## config.mk

```make
export PLATFORM = sky130hd
export DESIGN_NAME = jk_drive_sequencer_flat
export DESIGN_NICKNAME = d
export VERILOG_FILES = /design/src/rtl/jk_seq_pkg.sv /design/src/rtl/jk_drive_sequencer_if.sv /design/src/rtl/jk_cmd_fifo.sv /design/src/rtl/jk_drive_sequencer.sv /design/src/flat_wrapper.sv
export SDC_FILE = /design/constraint.sdc
export NUM_CORES = 1
export LEC_CHECK = 0
export CAP_MARGIN = 10
export CORE_MARGIN = 3
export CORE_UTILIZATION = 56
export DETAILED_ROUTE_END_ITERATION = 6
export DONT_BUFFER_PORTS = 1
export PLACE_DENSITY = 0.78
export SLEW_MARGIN = 20
export SYNTH_ARGS = -nofsm -noshare
export SYNTH_HDL_FRONTEND = slang
export SYNTH_HIERARCHICAL = 1
export SYNTH_SLANG_ARGS = --single-unit
```

## constraint.sdc

```tcl
create_clock -name clk -period 2.4 [get_ports clk]
set_input_delay 0.12 -clock clk [delete_from_list [all_inputs] [get_ports clk]]
set_output_delay 0.12 -clock clk [all_outputs]
set_load 0.1 [all_outputs]
```

## src/rtl/jk_seq_pkg.sv

```systemverilog
// Shared definitions for the JK drive sequencer: op encodings, FSM states and
// the JK next-state rule used by the reference model.
package jk_seq_pkg;

    localparam int unsigned OP_W = 2;

    localparam logic [OP_W-1:0] OP_HOLD = 2'b00;
    localparam logic [OP_W-1:0] OP_RST  = 2'b01;
    localparam logic [OP_W-1:0] OP_SET  = 2'b10;
    localparam logic [OP_W-1:0] OP_TGL  = 2'b11;

    typedef enum logic {
        ST_IDLE  = 1'b0,
        ST_DRIVE = 1'b1
    } state_e;

    function automatic logic jk_next(input logic [OP_W-1:0] op, input logic q);
        case (op)
            OP_RST:  return 1'b0;
            OP_SET:  return 1'b1;
            OP_TGL:  return ~q;
            default: return q;
        endcase
    endfunction

endpackage

```

## src/rtl/jk_drive_sequencer_if.sv

```systemverilog
// Command handshake into the JK drive sequencer: valid/ready plus op and repeat count.
interface jk_drive_sequencer_if #(
    parameter int unsigned CNT_W = 8
);
    logic             cmd_valid;
    logic             cmd_ready;
    logic [1:0]       cmd_op;
    logic [CNT_W-1:0] cmd_count;

    modport master (
        output cmd_valid,
        output cmd_op,
        output cmd_count,
        input  cmd_ready
    );

    modport slave (
        input  cmd_valid,
        input  cmd_op,
        input  cmd_count,
        output cmd_ready
    );
endinterface

```

## src/rtl/jk_cmd_fifo.sv

```systemverilog
// Synchronous command FIFO; read/write pointers carry an extra wrap bit so
// full and empty are distinguished without an occupancy counter.
module jk_cmd_fifo #(
    parameter int unsigned DEPTH = 4,
    parameter int unsigned W     = 10
) (
    input  logic         clk,
    input  logic         rst,
    input  logic         push,
    input  logic         pop,
    input  logic [W-1:0] din,
    output logic [W-1:0] dout,
    output logic         full,
    output logic         empty
);
    localparam int unsigned AW = $clog2(DEPTH);

    logic [W-1:0] mem_q [DEPTH];
    logic [AW:0]  wr_ptr_q;
    logic [AW:0]  rd_ptr_q;
    logic         do_push;
    logic         do_pop;

    assign full    = (wr_ptr_q[AW] != rd_ptr_q[AW]) && (wr_ptr_q[AW-1:0] == rd_ptr_q[AW-1:0]);
    assign empty   = (wr_ptr_q == rd_ptr_q);
    assign do_push = push && !full;
    assign do_pop  = pop && !empty;
    assign dout    = mem_q[rd_ptr_q[AW-1:0]];

    always_ff @(posedge clk) begin
        if (rst) begin
            wr_ptr_q <= '0;
            rd_ptr_q <= '0;
        end else begin
            if (do_push) wr_ptr_q <= wr_ptr_q + (AW+1)'(1);
            if (do_pop)  rd_ptr_q <= rd_ptr_q + (AW+1)'(1);
        end
    end

    // Storage needs no reset: entries are only read once written.
    always_ff @(posedge clk) begin
        if (do_push) mem_q[wr_ptr_q[AW-1:0]] <= din;
    end

endmodule

```

## src/rtl/jk_drive_sequencer.sv

```systemverilog
// Drives queued JK ops onto a flip-flop stage, tracks the expected Q and flags
// any disagreement with the returned q after a settle pipeline.
module jk_drive_sequencer
    import jk_seq_pkg::*;
#(
    parameter int unsigned DEPTH  = 4,
    parameter int unsigned CNT_W  = 8,
    parameter int unsigned SETTLE = 2
) (
    input  logic                  clk,
    input  logic                  rst,
    jk_drive_sequencer_if.slave   cmd,
    output logic                  j,
    output logic                  k,
    input  logic                  q_in,
    output logic                  q_expect,
    output logic                  busy,
    output logic                  op_done,
    output logic                  mismatch,
    input  logic                  clr_err
);
    localparam int unsigned W = OP_W + CNT_W;

    logic             fifo_full;
    logic             fifo_empty;
    logic             fifo_pop;
    logic [W-1:0]     fifo_dout;

    state_e           state_q;
    logic [OP_W-1:0]  op_q;
    logic [CNT_W-1:0] rem_q;
    logic             j_q;
    logic             k_q;
    logic             op_done_q;
    logic             q_exp_q;
    logic             known_q;
    logic             mismatch_q;
    logic [SETTLE-1:0] exp_pipe_q;
    logic [SETTLE-1:0] known_pipe_q;
    logic [SETTLE-1:0] qin_pipe_q;

    jk_cmd_fifo #(
        .DEPTH (DEPTH),
        .W     (W)
    ) u_fifo (
        .clk   (clk),
        .rst   (rst),
        .push  (cmd.cmd_valid),
        .pop   (fifo_pop),
        .din   ({cmd.cmd_op, cmd.cmd_count}),
        .dout  (fifo_dout),
        .full  (fifo_full),
        .empty (fifo_empty)
    );

    assign cmd.cmd_ready = !fifo_full;

    // Pop from IDLE, or in the final drive cycle so the next op follows with no bubble.
    assign fifo_pop = !fifo_empty &&
                      ((state_q == ST_IDLE) || (rem_q == '0));

    always_ff @(posedge clk) begin
        if (rst) begin
            state_q   <= ST_IDLE;
            op_q      <= OP_HOLD;
            rem_q     <= '0;
            j_q       <= 1'b0;
            k_q       <= 1'b0;
            op_done_q <= 1'b0;
        end else begin
            j_q       <= 1'b0;
            k_q       <= 1'b0;
            op_done_q <= 1'b0;
            case (state_q)
                ST_IDLE: begin
                    if (!fifo_empty) begin
                        op_q    <= fifo_dout[W-1 -: OP_W];
                        rem_q   <= fifo_dout[CNT_W-1:0];
                        state_q <= ST_DRIVE;
                    end
                end
                ST_DRIVE: begin
                    j_q   <= op_q[1];
                    k_q   <= op_q[0];
                    rem_q <= rem_q - CNT_W'(1);
                    if (rem_q == '0) begin
                        op_done_q <= 1'b1;
                        if (!fifo_empty) begin
                            op_q  <= fifo_dout[W-1 -: OP_W];
                            rem_q <= fifo_dout[CNT_W-1:0];
                        end else begin
                            state_q <= ST_IDLE;
                        end
                    end
                end
                default: state_q <= ST_IDLE;
            endcase
        end
    end

    // Model follows the levels the flop sees; j=k=0 outside DRIVE holds it.
    always_ff @(posedge clk) begin
        if (rst) begin
            q_exp_q <= 1'b0;
            known_q <= 1'b0;
        end else begin
            q_exp_q <= jk_next({j_q, k_q}, q_exp_q);
            known_q <= known_q | (j_q ^ k_q);
        end
    end

    always_ff @(posedge clk) begin
        if (rst) begin
            exp_pipe_q   <= '0;
            known_pipe_q <= '0;
            qin_pipe_q   <= '0;
        end else begin
            exp_pipe_q[0]   <= q_exp_q;
            known_pipe_q[0] <= known_q;
            qin_pipe_q[0]   <= q_in;
            for (int unsigned i = 1; i < SETTLE; i++) begin
                exp_pipe_q[i]   <= exp_pipe_q[i-1];
                known_pipe_q[i] <= known_pipe_q[i-1];
                qin_pipe_q[i]   <= qin_pipe_q[i-1];
            end
        end
    end

    // Sticky error; a fresh mismatch overrides a coincident clear.
    always_ff @(posedge clk) begin
        if (rst) begin
            mismatch_q <= 1'b0;
        end else if (known_pipe_q[SETTLE-1] &&
                     (exp_pipe_q[SETTLE-1] != qin_pipe_q[SETTLE-1])) begin
            mismatch_q <= 1'b1;
        end else if (clr_err) begin
            mismatch_q <= 1'b0;
        end
    end

    assign j        = j_q;
    assign k        = k_q;
    assign op_done  = op_done_q;
    assign q_expect = q_exp_q;
    assign mismatch = mismatch_q;
    assign busy     = (state_q == ST_DRIVE) || !fifo_empty;

endmodule

```

## src/flat_wrapper.sv

```systemverilog
// flat-port wrapper written by rule: the top's interface ports become plain ports
module jk_drive_sequencer_flat import jk_seq_pkg::*;
#(
    parameter int unsigned DEPTH  = 4,
    parameter int unsigned CNT_W  = 8,
    parameter int unsigned SETTLE = 2
)
  (clk, rst, j, k, q_in, q_expect, busy, op_done, mismatch, clr_err, cmd_cmd_valid, cmd_cmd_op, cmd_cmd_count, cmd_cmd_ready);
  jk_drive_sequencer_if #(.CNT_W(CNT_W)) cmd_i ();
  input  logic clk;
  input  logic rst;
  output logic j;
  output logic k;
  input  logic q_in;
  output logic q_expect;
  output logic busy;
  output logic op_done;
  output logic mismatch;
  input  logic clr_err;
  input wire logic [$bits(cmd_i.cmd_valid)-1:0] cmd_cmd_valid;
  input wire logic [$bits(cmd_i.cmd_op)-1:0] cmd_cmd_op;
  input wire logic [$bits(cmd_i.cmd_count)-1:0] cmd_cmd_count;
  output wire logic [$bits(cmd_i.cmd_ready)-1:0] cmd_cmd_ready;
  assign cmd_i.cmd_valid = cmd_cmd_valid;
  assign cmd_i.cmd_op = cmd_cmd_op;
  assign cmd_i.cmd_count = cmd_cmd_count;
  assign cmd_cmd_ready = cmd_i.cmd_ready;
  jk_drive_sequencer #(.DEPTH(DEPTH), .CNT_W(CNT_W), .SETTLE(SETTLE)) u_core (.clk(clk), .rst(rst), .cmd(cmd_i), .j(j), .k(k), .q_in(q_in), .q_expect(q_expect), .busy(busy), .op_done(op_done), .mismatch(mismatch), .clr_err(clr_err));
endmodule
```

==> reports/results.ini, run 1 <==
[worst_setup_path]
cp-end-kind=flip-flop
cp.arrival_ns=2.47
crit_fanout=11
critPathTopFamily=compound AO/OA/AOI/OAI gates
cp_slowest_cell=or4b_4
critical_path.cell_chain=inv_1, ha_1, or4b_4, o31ai_2, buf_4, nand2_1, a211o_1, a31oi_1
startpoint=u_core/rem_q[0]
worstSetupPathType=reg -> reg
reg2reg_from=u_core/rem_q[0]
crit_required_ns=2.66
start_kind=flip-flop
critical_path.max_stage_delay_ns=0.53
path_buf_inv=2

[timing]
tns_ns=0
worstMarginPinSlew_ns=0.9962
worst_slack_ns=0.1864
max_slew_margin=0.3337
finalCritPeriodShare=0.9223
setup_viol=0
fmax_mhz=451.8
final.min_clock_period_ns=2.214
skew_ns=0.01139
hold_viol_final=0
slew_violations=0
rsz0062_at_grt=false

[die]
io_pins=22
core-area_um2=5205
placementRows=26
initial_core_util=0.5921
die_x_um=80.18
die_y_um=80.18
dieArea_um2=6429

[route]
drtIter0Drc=151
wire_per_inst_um=16.15
drcViolationCount=0
postRouteWirelength_mm=5.621
via_per_inst=5.693
drt-pass1-iter-count=4
vias=1981
ant_nets=0

[grt]
grt_remaining_overflow=0
antenna_found_initial=0
grt_max_degree=27
grt_pass1_wl_mm=9.294
track_usage=0.1998
first_global_vias=1941

[logic_synthesis]
ys_seq_area_frac=0.5911
ys_types=45
syn_nets=264
synth_top_area_share=0.3898
syn_area_per_cell_um2=12.84
ys_warn_count=6
yosys_register_bits=71
synthesis.area_um2=3082
synthTopCellsByArea=edfxtp_1 39%, dfxtp_1 20%, mux4_2 7.3%, ha_1 3.7%, nor2_1 2.1%
synth_top_cell_by_area=edfxtp_1
synthCells=240

[final_layout]
final_nets=297
fillers=379
syn_to_final_growth_pct=16.65
layout-drive-gt1-share=0.1871
n_antenna_cell=0

[power_and_ir_drop]
p_leak_uw=0.001289
p_total_uw=4199
peakVddDrop_uv=777.1
p_per_area_nw_per_um2=1168

[placed_design]
pre_cts_slack_ns=0.05794
dp_hpwl_mm=3.548
routabilityCongestion=0.7950
io_buffer_count=0

[hold_path]
min_path_type=in -> reg
hp-start=rst

[cts]
insertion_delay_ns=0.34
htree_num_levels=3
path_clk_slew_ns=0.08
cts_root_buf=clkbuf_8
clock-sinks=71
clockBufferDepth=2
cts_tree=built
cts_buffers=9

[run_status]
status=completed

[job]
drv_cap=0

path summary, 6_finish.rpt:
path                                                   to  slack [ns]  cells past startpoint
worst max-delay path            u_core/u_fifo/rd_ptr_q[2]        0.19                      8
worst min-delay path            u_core/u_fifo/wr_ptr_q[0]        0.03                      3
worst max register to register  u_core/u_fifo/rd_ptr_q[2]        0.19                      8
worst min register to register     u_core/known_pipe_q[1]        0.43                      1
layout make-up:
cell class | instances | area (µm²) | area share
clock buffer | 11 | 131.4 | 0.03655
tap | 70 | 87.58 | 0.02436
multi-input combinational | 145 | 1160 | 0.3227
sequential | 71 | 1822 | 0.5068
inverter | 13 | 48.80 | 0.01357
clock inverter | 5 | 60.06 | 0.01671
timing repair buffer | 33 | 285.3 | 0.07936
state kept, by name, summed over array words and instances, names as in the netlist, named ones only:
register,count
u_core/op_q,2
u_core/u_fifo/wr_ptr_q,3
u_core/mismatch,1
u_core/k,1
u_core/known_pipe_q,2
u_core/u_fifo/mem_q,40
u_core/q_expect,1
u_core/rem_q,8
u_core/u_fifo/rd_ptr_q,3
u_core/j,1
u_core/op_done,1
u_core/exp_pipe_q,2
u_core/state_q,1
u_core/qin_pipe_q,2
u_core/known_q,1
what timing repair did:
item / in CTS / in global routing
gates resized for setup: 0 / 4
hold endpoints to repair: 68 / 1
setup buffers: 0 / 0
setup endpoints to repair: 0 / 6
hold buffers: 14 / 1
cell usage in the layout, fill, tap and decap left out, types with 2 or more instances in the layout:
master and n:
edfxtp_1 40, dfxtp_1 31, buf_4 18, nor2_1 17, dlygate4sd3_1 15, inv_1 13
mux4_2 10, clkbuf_8 9, nand2_1 9, o21ai_0 9, ha_1 9, nor2b_1 8
a31oi_1 7, a211oi_1 6, a21oi_1 6, o211ai_1 6, mux2i_1 5, xor2_1 5
and2_1 5, nand3_1 4, nand4_1 4, or3_1 3, nor3_1 3, xnor2_1 3
nor3b_1 3, clkbuf_1 2, clkinv_4 2, or4_2 2, or4_1 2, a41oi_1 2
worst reg2reg max path, cell delays in order, from the launching register on:
cell	delay (ns)
dfxtp_1	0.35
inv_1	0.07
ha_1	0.21
or4b_4	0.53
o31ai_2	0.24
buf_4	0.21
nand2_1	0.09
a211o_1	0.27
a31oi_1	0.17
metrics by stage:
stage / util / cell area, µm² / std cells / hold slack [ns]
after CTS: 0.6858 / 3570 / 347 / 0.0006246
after global routing: 0.6906 / 3595 / 348 / 0.02951
after floorplan: - / 3089 / 240 / 0.2189
after detailed placement: 0.6221 / 3238 / 317 / 0.1937
final: 0.6906 / 3595 / 348 / 0.02809
after global placement: 0.6221 / 3238 / 317 / 0.1919
synth_stat cells, drive strengths merged:
cell type / count
ha: 9
nor3b: 4
nand3b: 1
nor2: 17
xor2: 5
or4b: 1
o211ai: 6
or2: 1
o211a: 1
nor2b: 8
a211oi: 6
o21ai: 9
nor3: 3
o2bb2ai: 1
edfxtp: 40
o21a: 1
and2: 5
or4: 4
dfxtp: 31
buf: 6
inv: 13
clkbuf: 5
a211o: 2
nand3: 4
mux4: 10
nand2: 10
a221oi: 1
and3: 1
xnor2: 3
nand4: 4
o31ai: 1
or3: 4
a2111oi: 2
mux2i: 5
a21oi: 6
a41oi: 2
a31oi: 7
a21boi: 1
routing by layer:
layer  share of wire  track usage
met5               0            0
met4           0.014      0.07770
met3           0.060      0.08184
met2            0.51       0.3320
met1            0.42       0.2295
kinds of logic (layout without fill, tap and decap cells):
logic type	count (synthesis)	after routing	synth area share
flops	71	71	0.5911
fa+ha+maj	9	9	0.03654
xor+xnor	8	8	0.02274
simple gates	67	67	0.1169
buf+inv	24	62	0.03979
mux	15	15	0.08932
compound gates	46	46	0.1035
power breakdown:
group / leakage [µW] / internal (µW) / switching (µW) / total, µW
combinational: 0.000574 / 660 / 938 / 1600
clock: 0.0000935 / 482 / 430 / 912
sequential: 0.000621 / 1510 / 176 / 1690
Note: power is estimated with default switching activity, not from simulation.
==> run 2: changes to the inputs <==
- CORE_ASPECT_RATIO: unset -> 0.7
- CTS_CLUSTER_DIAMETER: unset -> 200
==> reports/results.ini, run 2 (synthesized netlist as in run 1, its figures left out) <==
[run_status]
status=completed

[route]
drtIter0Drc=170
vias=1974
via_per_inst=5.722
drt-pass1-iter-count=4
postRouteWirelength_mm=5.796
wire_per_inst_um=16.80
drcViolationCount=0
ant_nets=0

[placed_design]
dp.cells=315
io_buffer_count=0
dp_hpwl_mm=3.907
routabilityCongestion=0.8543

[cts]
clockBufferDepth=2
clock-sinks=71
cts_tree=built
insertion_delay_ns=0.35
post_cts_buffers=0
cts_root_buf=clkbuf_8
path_clk_slew_ns=0.08
cts_buffers=9
htree_num_levels=3

[final_layout]
largest_reg_flops=40
regArea_um2=1822
finalNonFillerCells=345
layout_commonest_cell=edfxtp_1
final_util=0.7076
layout-drive-gt1-share=0.1848
fillers=352
final_nets=295
syn_to_final_growth_pct=15.83
n_antenna_cell=0
multi_input_area_um2=1147
layout_common_cells=40 x edfxtp_1, 31 x dfxtp_1, 17 x buf_4, 16 x nor2_1, 14 x dlygate4sd3_1

[timing]
setup_viol=0
tns_ns=0
rsz0062_at_grt=false
max_slew_margin=0.3428
final.min_clock_period_ns=2.245
worstMarginPinSlew_ns=0.9826
skew_ns=0.009153
slew_violations=0
finalCritPeriodShare=0.9355
hold_viol_final=0
fmax_mhz=445.4

[grt]
grt_remaining_overflow=0
antenna_found_initial=0
first_global_vias=1876
grt_pass1_wl_mm=9.494
track_usage=0.2046
grt_max_degree=28

[power_and_ir_drop]
p_seq_frac=0.405
p_leak_uw=0.001281
clkPwrFrac=0.217
p_per_area_nw_per_um2=1188
comb_power_share=0.379
swShare=0.3913
peakVddDrop_uv=489.9
p_switching_uw=1659
intPower_uw=2581

[die]
die_y_um=68.07
io_pins=22
core-area_um2=5045
dieArea_um2=6443
placementRows=21
die_x_um=94.67
initial_core_util=0.6109

[hold_path]
min_path_type=in -> reg

[worst_setup_path]
cp-end-kind=flip-flop
crit_fanout=8
cp.arrival_ns=2.51
worstSetupPathType=reg -> reg
crit_required_ns=2.67
start_kind=flip-flop

[job]
drv_cap=0

[run 2: metrics by stage]
stage	hold WS [ns]	power [µW]	setup slack [ns]	cell area, µm²
floorplan	0.2189	2864	0.02518	3089
CTS	0.003599	4248	0.1693	3567
detailed placement	0.1942	3291	0.1845	3229
global route	0.002282	4500	0.008035	3570
global placement	0.1940	3237	0.2646	3229
finish	0.03187	4241	0.1549	3570
[run 2: path summary, 6_finish.rpt]
| kind | from | to | slack [ns] | depth (start not counted) |
|---|---|---|---|---|
| worst max-delay path | u_core/rem_q[0] | u_core/u_fifo/rd_ptr_q[2] | 0.15 | 7 |
| worst min-delay path | rst | u_core/k | 0.03 | 2 |
| worst max register to register | u_core/rem_q[0] | u_core/u_fifo/rd_ptr_q[2] | 0.15 | 7 |
| worst min register to register | u_core/exp_pipe_q[0] | u_core/exp_pipe_q[1] | 0.44 | 1 |
[run 2: layout make-up]
type	count	area share
clock buffer	9	0.03470
tap	69	0.02419
sequential	71	0.5103
multi-input combinational	145	0.3214
clock inverter	7	0.02068
timing repair buffer	31	0.07501
inverter	13	0.01367
[run 2: power by group through the flow]
stage | logic (µW) | registers (µW) | clock network [µW]
after CTS | 1590 | 1710 | 947
after detailed placement | 1550 | 1740 | 0
after global routing | 1750 | 1750 | 1000
after floorplan | 1170 | 1690 | 0
final | 1610 | 1720 | 919
after global placement | 1510 | 1730 | 0
[run 2: layer usage]
| metal | vias to the layer above | GRT usage | share of wire |
|---|---|---|---|
| li1 | 964 | - | - |
| met1 | 933 | 0.2653 | 0.45 |
| met4 | 0 | 0.06655 | 0.013 |
| met3 | 9 | 0.08462 | 0.073 |
| met2 | 68 | 0.3161 | 0.46 |
| met5 | - | 0 | 0 |
[run 2: worst max-delay path, stage by stage, from the launching register on]
cell     delay, ns
dfxtp_1       0.36
inv_1         0.07
ha_1          0.15
or4b_1        0.49
o31ai_2       0.52
nand2_1       0.14
a211o_1       0.28
a31oi_1       0.14
[run 2: what timing repair did]
| item | in CTS | in global routing |
|---|---|---|
| gates resized for setup | 0 | 1 |
| endpoints found under the setup margin | 0 | 1 |
| hold buffers | 14 | 0 |
| hold endpoints to repair | 67 | 0 |
